## config.mk

```make
export PLATFORM = sky130hd
export DESIGN_NAME = seq_gen_flat
export DESIGN_NICKNAME = d
export VERILOG_FILES = /design/src/rtl/seq_gen_if.sv /design/src/rtl/seq_gen.sv /design/src/flat_wrapper.sv
export SDC_FILE = /design/constraint.sdc
export NUM_CORES = 1
export LEC_CHECK = 0
export CAP_MARGIN = 0
export CELL_PAD_IN_SITES_DETAIL_PLACEMENT = 1
export CELL_PAD_IN_SITES_GLOBAL_PLACEMENT = 2
export CORE_ASPECT_RATIO = 1.1
export CORE_MARGIN = 2
export CORE_UTILIZATION = 34
export DETAILED_ROUTE_END_ITERATION = 6
export GPL_ROUTABILITY_DRIVEN = 0
export PLACE_DENSITY_LB_ADDON = 0.12
export SYNTH_ARGS = -nofsm -noshare
export SYNTH_HDL_FRONTEND = slang
export SYNTH_SLANG_ARGS = --single-unit
```

## constraint.sdc

```tcl
create_clock -name clk -period 2.2 [get_ports clk]
set_input_delay 0.33 -clock clk [delete_from_list [all_inputs] [get_ports clk]]
set_output_delay 0.33 -clock clk [all_outputs]
set_load 0.01 [all_outputs]
```

## src/rtl/seq_gen_if.sv

```systemverilog
// Bundle of request/stream signals between a seq_gen and whoever drives it.
// start/ready: a request is accepted on a rising clk edge where start=1 and ready=1; start while ready=0 is dropped, never queued.
interface seq_gen_if #(
  parameter int WIDTH = 4,
  parameter int REP_W = 4
);
  logic             start;
  logic [WIDTH-1:0] pattern_in;
  logic [REP_W-1:0] repeat_cnt;
  logic             ready;
  logic             out;
  logic             out_valid;
  logic             busy;
  logic             done;
  logic [1:0]       state_dbg;

  modport master (
    output start, pattern_in, repeat_cnt,
    input  ready, out, out_valid, busy, done, state_dbg
  );

  modport slave (
    input  start, pattern_in, repeat_cnt,
    output ready, out, out_valid, busy, done, state_dbg
  );
endinterface

```

## src/rtl/seq_gen.sv

```systemverilog
// Serial pattern generator: emits a latched WIDTH-bit pattern MSB-first, repeated
// rep times with GAP forced-zero bits between repeats, followed by a one-cycle done.
module seq_gen #(
  parameter int WIDTH = 4,
  parameter int REP_W = 4,
  parameter int GAP   = 0
) (
  input logic     clk,
  input logic     rst,
  seq_gen_if.slave bus
);
  localparam int                CNT_W    = (WIDTH > 1) ? $clog2(WIDTH) : 1;
  localparam logic [CNT_W-1:0]  BIT_LOAD = CNT_W'(WIDTH - 1);
  localparam logic [2:0]        GAP_LOAD = 3'((GAP > 0) ? GAP - 1 : 0);
  localparam logic [REP_W-1:0]  REP_ONE  = REP_W'(1);

  typedef enum logic [1:0] {
    IDLE  = 2'd0,
    SHIFT = 2'd1,
    GAPS  = 2'd2,
    DONE  = 2'd3
  } state_t;

  state_t           state, state_nxt;
  logic [WIDTH-1:0] pat_r, pat_nxt;
  logic [WIDTH-1:0] sh_r, sh_nxt;
  logic [REP_W-1:0] rep_r, rep_nxt;
  logic [CNT_W-1:0] bit_cnt, bit_nxt;
  logic [2:0]       gap_cnt, gap_nxt;
  logic             out_r, out_nxt;
  logic             valid_r, valid_nxt;
  logic             busy_r, busy_nxt;
  logic             done_r, done_nxt;

  // out_r always holds the bit currently on the wire; sh_r holds the bits still to come.
  always_comb begin
    state_nxt = state;
    pat_nxt   = pat_r;
    sh_nxt    = sh_r;
    rep_nxt   = rep_r;
    bit_nxt   = bit_cnt;
    gap_nxt   = gap_cnt;
    out_nxt   = 1'b0;
    valid_nxt = 1'b0;
    busy_nxt  = busy_r;
    done_nxt  = 1'b0;
    unique case (state)
      IDLE: begin
        if (bus.start) begin
          pat_nxt   = bus.pattern_in;
          sh_nxt    = bus.pattern_in << 1;
          rep_nxt   = (bus.repeat_cnt == '0) ? REP_ONE : bus.repeat_cnt;
          bit_nxt   = BIT_LOAD;
          out_nxt   = bus.pattern_in[WIDTH-1];
          valid_nxt = 1'b1;
          busy_nxt  = 1'b1;
          state_nxt = SHIFT;
        end
      end
      SHIFT: begin
        if (bit_cnt != '0) begin
          out_nxt   = sh_r[WIDTH-1];
          sh_nxt    = sh_r << 1;
          bit_nxt   = bit_cnt - CNT_W'(1);
          valid_nxt = 1'b1;
        end else if (rep_r > REP_ONE) begin
          rep_nxt   = rep_r - REP_ONE;
          valid_nxt = 1'b1;
          if (GAP > 0) begin
            gap_nxt   = GAP_LOAD;
            state_nxt = GAPS;
          end else begin
            out_nxt = pat_r[WIDTH-1];
            sh_nxt  = pat_r << 1;
            bit_nxt = BIT_LOAD;
          end
        end else begin
          done_nxt  = 1'b1;
          state_nxt = DONE;
        end
      end
      GAPS: begin
        valid_nxt = 1'b1;
        if (gap_cnt != '0) begin
          gap_nxt = gap_cnt - 3'd1;
        end else begin
          out_nxt   = pat_r[WIDTH-1];
          sh_nxt    = pat_r << 1;
          bit_nxt   = BIT_LOAD;
          state_nxt = SHIFT;
        end
      end
      DONE: begin
        busy_nxt  = 1'b0;
        state_nxt = IDLE;
      end
      default: state_nxt = IDLE;
    endcase
  end

  always_ff @(posedge clk or negedge rst) begin
    if (!rst) begin
      state   <= IDLE;
      pat_r   <= '0;
      sh_r    <= '0;
      rep_r   <= '0;
      bit_cnt <= '0;
      gap_cnt <= '0;
      out_r   <= 1'b0;
      valid_r <= 1'b0;
      busy_r  <= 1'b0;
      done_r  <= 1'b0;
    end else begin
      state   <= state_nxt;
      pat_r   <= pat_nxt;
      sh_r    <= sh_nxt;
      rep_r   <= rep_nxt;
      bit_cnt <= bit_nxt;
      gap_cnt <= gap_nxt;
      out_r   <= out_nxt;
      valid_r <= valid_nxt;
      busy_r  <= busy_nxt;
      done_r  <= done_nxt;
    end
  end

  assign bus.ready     = (state == IDLE);
  assign bus.out       = out_r;
  assign bus.out_valid = valid_r;
  assign bus.busy      = busy_r;
  assign bus.done      = done_r;
  assign bus.state_dbg = state;
endmodule
```

## src/flat_wrapper.sv

```systemverilog
// flat-port wrapper written by rule: the top's interface ports become plain ports
module seq_gen_flat 
#(
  parameter int WIDTH = 4,
  parameter int REP_W = 4,
  parameter int GAP   = 0
)
  (clk, rst, bus_start, bus_pattern_in, bus_repeat_cnt, bus_ready, bus_out, bus_out_valid, bus_busy, bus_done, bus_state_dbg);
  seq_gen_if #(.WIDTH(WIDTH), .REP_W(REP_W)) bus_i ();
  input logic clk;
  input logic rst;
  input wire logic [$bits(bus_i.start)-1:0] bus_start;
  input wire logic [$bits(bus_i.pattern_in)-1:0] bus_pattern_in;
  input wire logic [$bits(bus_i.repeat_cnt)-1:0] bus_repeat_cnt;
  output wire logic [$bits(bus_i.ready)-1:0] bus_ready;
  output wire logic [$bits(bus_i.out)-1:0] bus_out;
  output wire logic [$bits(bus_i.out_valid)-1:0] bus_out_valid;
  output wire logic [$bits(bus_i.busy)-1:0] bus_busy;
  output wire logic [$bits(bus_i.done)-1:0] bus_done;
  output wire logic [$bits(bus_i.state_dbg)-1:0] bus_state_dbg;
  assign bus_i.start = bus_start;
  assign bus_i.pattern_in = bus_pattern_in;
  assign bus_i.repeat_cnt = bus_repeat_cnt;
  assign bus_ready = bus_i.ready;
  assign bus_out = bus_i.out;
  assign bus_out_valid = bus_i.out_valid;
  assign bus_busy = bus_i.busy;
  assign bus_done = bus_i.done;
  assign bus_state_dbg = bus_i.state_dbg;
  seq_gen #(.WIDTH(WIDTH), .REP_W(REP_W), .GAP(GAP)) u_core (.clk(clk), .rst(rst), .bus(bus_i));
endmodule
```

# After elaboration in Yosys (flattened, before gate mapping)
# Cells that the tools add are included.
[totals] register_bits=23 output_inout_bits=7 wordCells=70
[classes] n_addsub=3 n_reduce_logical=13 eq_ne=9 magnitude_cmp=1 n_mux=34
[op_table] operator="two-way mux 4 bit" count=8
[op_table] operator="two-way mux 2 bit" count=8
[op_table] operator="case mux 4 bit (3 select lines)" count=1
[op_table] operator="AND reduction 4 bit" count=3
[op_table] operator="two-way mux 1 bit" count=11
[op_table] operator="inequality test 2 bit (second input constant)" count=4
[op_table] operator="case mux 2 bit (4 select lines)" count=1
[op_table] operator="case mux 4 bit (2 select lines)" count=1
[op_table] operator="case mux 1 bit (3 select lines)" count=2
[op_table] operator="case mux 2 bit (3 select lines)" count=1
[op_table] operator="AND reduction 2 bit" count=3
[op_table] operator="nonzero test 2 bit" count=3
[op_table] operator="nonzero test 3 bit" count=2
[op_table] operator="equality test 2 bit (second input constant)" count=2
[op_table] operator="> comparator 4 x 1 -> 1 bit (second input constant)" count=1
[op_table] operator="zero test 4 bit" count=1
[op_table] operator="subtractor 4 x 1 -> 4 bit (second input constant)" count=1
[op_table] operator="inequality test 3 x 1 -> 1 bit (second input constant)" count=1
[op_table] operator="subtractor 3 x 1 -> 3 bit (second input constant)" count=1
[op_table] operator="equality test 2 x 1 -> 1 bit (second input constant)" count=1
[op_table] operator="zero test 2 bit" count=1
[op_table] operator="inequality test 2 x 1 -> 1 bit (second input constant)" count=1
[op_table] operator="case mux 1 bit (2 select lines)" count=1
[op_table] operator="subtractor 2 x 1 -> 2 bit (second input constant)" count=1

# Logic depth before layout (Yosys ltp)
[logic_depth] depth_word=4 depth_mapped=7 mapped_depth_nobuf=6

# Worst setup path before layout
# OpenSTA, ideal clock, no wires.
[synth_path] path_kind="register to register" startpoint="register u_core.state[0] (netlist: u_core.bus.state_dbg[0])" endpoint="register u_core.bit_cnt[1]" slack_ns=0.178 period_less_slack_ns=2.022 setup_ns=0.125 arrival_time_ns=1.897 stages_incl_launch_ff=8 path_cell_list="dfrtp_1 > inv_1 > ha_1 > nor2b_1 > a21o_1 > or3_1 > buf_6 > mux2_4"
[synth_between] elab_chain_len=3
[synth_lines] item="start, declared" line="seq_gen.sv:24" source="state_t state, state_nxt;"
[synth_lines] item="start signal, assigned" line="seq_gen.sv:114" source="state <= state_nxt;"
[synth_lines] item="zero test 2 bit *"
[synth_lines] item="named net bus_ready" line="flat_wrapper.sv:15" source="output wire logic [$bits(bus_i.ready)-1:0] bus_ready;"
[synth_lines] item="inequality test 2 bit (no source line) or nonzero test 3 bit (tied branches)"
[synth_lines] item="AND reduction 4 bit (no source line)"
[synth_lines] item="end signal, assigned" line="seq_gen.sv:118" source="bit_cnt <= bit_nxt;"
[synth_lines] item="end, declared" line="seq_gen.sv:28" source="logic [CNT_W-1:0] bit_cnt, bit_nxt;"
# Mark *: on every way through the listed nets, which the timed path passes. The rest lies on a longest branch.
# A chain may end at the register's enable or synchronous reset.

# Worst setup path after layout
[layout_path] startpoint="register u_core.rep_r[0]" endpoint="register u_core.sh_r[2]"
[layout_between] elab_chain_len=3
[layout_lines] item="start, declared" line="seq_gen.sv:27" source="logic [REP_W-1:0] rep_r, rep_nxt;"
[layout_lines] item="start signal, assigned" line="seq_gen.sv:117" source="rep_r <= rep_nxt;"
[layout_lines] item="> comparator 4 x 1 -> 1 bit" line="seq_gen.sv:66" source="end else if (rep_r > REP_ONE) begin"
[layout_lines] item="inequality test 3 x 1 -> 1 bit (no source line)"
[layout_lines] item="AND reduction 4 bit (no source line)"
[layout_lines] item="end signal, assigned" line="seq_gen.sv:116" source="sh_r <= sh_nxt;"
[layout_lines] item="end, declared" line="seq_gen.sv:26" source="logic [WIDTH-1:0] sh_r, sh_nxt;"
# Every way passes these cells.

==> out/results.tsv <==
metric	value	unit
outcome	finished, final reports clean	
RSZ-0062 raised after global routing	false	
fmax	475	MHz
Mean Syn Cell Area	9.97	um2
total wire length	2950	um
clock buffer depth	2	
post-DR wirelength/cell	14.8	um
layout cell share with drive strength beyond 1	0.127	
total grt overflow	0	
critical path's slowest cell	or3_1	
Post-Syn Instances	127	
vias	1008	
chip height	68.0	um
Crit Reg-Reg Endpoint	u_core.sh_r[2]$_DFFE_PN0P_	
Core Region	3600	um2
clk_skew	0.00329	ns
Worst Path Max Fanout	5	
Worst-path clk slew	0.08	ns
Tot GR Track Use	0.159	
Worst Path Buf+Inv	1	
CTS root buf	clkbuf_8	
CP startpoint	u_core.rep_r[0]$_DFFE_PN0P_	
post-route ant nets	0	
count of cell types in the netlist	31	
most common cell after layout, fill and taps aside	dfrtp_1	
largest net degree at the start of global routing	23	
Die X	62.2	um
Slew HR	0.748	
WP data required	2.35	ns
PortBufs	17	
Die ar.	4230	um2
first-pass GRT wire length	5100	um
Boundary Pins	18	
H-tree depth	1	
WP data arrival	2.26	ns
Rows	23	
Post CTS Setup Buffer Count	0	
max-cap viol count	0	
post-DP HPWL	2280	um
# DRC	0	
startpoint types	flop	
Main synth FF type	dfrtp_1	
R2R Setup Slk	0.09	ns
vias in the first global route	1082	
Ys Warns	0	
Slew Limit Fails	0	
TNS Setup	0	ns
largest delay contributor family on the critical path	simple AND/OR/NAND/NOR gates	
R2R cell count	6	
Worst-Margin Slew	0.375	ns
Worst setup EP type	flop	
Mapped Area	1270	um2
Pleak	0.000735	uW
Skew-Pair Late Insertion Delay	0.26	ns
CTS tree	done	
sequential share of the synthesized area	0.435	
Layout area overhead	23.4	%
ANT cells	0	
worst-path cell chain	inv_1 > ha_1 > or2_4 > nor4b_4 > or3_1 > mux2_4	
drt pass-1 iters	3	
Initial Util	0.352	
FILL cells	408	
Seq cells post-synth	22	
Syn Nets	148	
final period utilization	0.958	
vias per inst	5.04	
Worst Setup EP	u_core.sh_r[2]$_DFFE_PN0P_	
Final Hold Fails	0	
PD cells	1460	nW/um2
most frequent cells in the layout	dfrtp_1 (22), clkdlybuf4s50_1 (17), inv_1 (14), nand2_1 (14)	
Final setup violation count	0	
asr flop ratio synth	1.00	
Crit Path Category	reg -> reg	
number of CTS-inserted buffers	3	
initial antenna violation count	0	
slowest stage delay, CP	0.49	ns
reg2reg start	u_core.rep_r[0]$_DFFE_PN0P_	
Detailed Route Iter0 Violations	27	
worst hold path class	in -> async	
hold buffers post-CTS	0	
nets	173	
Worst IR Drop VDD	0.000518	V
Post-synth EDFFs	0	
fin crit period	2.11	ns
clock sink count	22	
total power	2280	uW
post_cts resized	0	
WP depth	6	
[worst min-delay path by stage]
stage,endpoint,startpoint,slack (ns),cells past startpoint
6_report,u_core.gap_cnt[0]$_DFFE_PN0P_,rst,0.42,2
5_1_grt,u_core.gap_cnt[1]$_DFFE_PN0P_,rst,0.44,2
4_1_cts,u_core.gap_cnt[2]$_DFFE_PN0P_,rst,0.43,2
3_5_place_dp,u_core.pat_r[3]$_DFFE_PN0P_,u_core.pat_r[3]$_DFFE_PN0P_,0.46,2
3_3_place_gp,u_core.pat_r[3]$_DFFE_PN0P_,u_core.pat_r[3]$_DFFE_PN0P_,0.46,2
2_1_floorplan,u_core.bit_cnt[0]$_DFFE_PN0P_,rst,0.03,0
[registers in the layout, indices dropped and copies added (netlist names)]
signal,cells
u_core.bit_cnt,2
u_core.bus.busy,1
u_core.bus.done,1
u_core.bus.out,1
u_core.bus.out_valid,1
u_core.bus.state_dbg,2
u_core.gap_cnt,3
u_core.pat_r,4
u_core.rep_r,4
u_core.sh_r,3
[cells in the mapped netlist, drive strengths merged, types with 2 or more instances]
master	count	share of area
xnor2	2	0.014
nor3	5	0.020
inv	14	0.042
o2bb2ai	2	0.014
a2bb2oi	3	0.021
dfrtp	22	0.43
a21oi	10	0.040
nand2	14	0.042
a31oi	4	0.020
nor2b	3	0.015
a21o	2	0.012
nor2	7	0.021
mux2	8	0.083
ha	10	0.099
o21ai	7	0.028
[per-layer routing]
| metal | up-vias | share of wire | GRT usage |
|---|---|---|---|
| li1 | 492 | - | - |
| met1 | 490 | 0.45 | 0.181 |
| met2 | 19 | 0.48 | 0.292 |
| met3 | 7 | 0.044 | 0.0461 |
| met4 | 0 | 0.018 | 0.0556 |
| met5 | - | 0 | 0 |
[through the flow]
| stage | hold slack (ns) | instance area [um2] | instances | setup WS [ns] | util |
|---|---|---|---|---|---|
| floorplan | 0.0344 | 1270 | 127 | 0.178 | - |
| global placement | 0.461 | 1520 | 197 | 0.172 | 0.423 |
| detailed placement | 0.459 | 1520 | 197 | 0.108 | 0.423 |
| CTS | 0.428 | 1560 | 200 | 0.0936 | 0.434 |
| global route | 0.439 | 1560 | 200 | 0.00694 | 0.434 |
| finish | 0.421 | 1560 | 200 | 0.0934 | 0.434 |
[report_power, final]
group          switching (uW)  leakage [uW]  internal, uW
Combinational             645      0.000446           685
Clock                     131     0.0000216           122
Sequential                131      0.000267           570
[cells by family after synthesis]
group	Yosys count	synth area share
AOI/OAI and AO/OA	33	0.165
xor gates and xnor gates	2	0.0138
adders and majority gates	10	0.0988
buffers and inverters	16	0.0534
DFF	22	0.435
muxes	9	0.0909
and+or+nand+nor	35	0.143
[cell type report]
type / instances / area, um2 / share of cell area
Inverter: 14 / 52.6 / 0.0336
Sequential cell: 22 / 551 / 0.352
Clock buffer: 3 / 41.3 / 0.0264
Tap cell: 50 / 62.6 / 0.0400
Timing Repair Buffer: 22 / 208 / 0.133
Multi-Input combinational cell: 89 / 648 / 0.415
(Power assumes the default switching activity.)
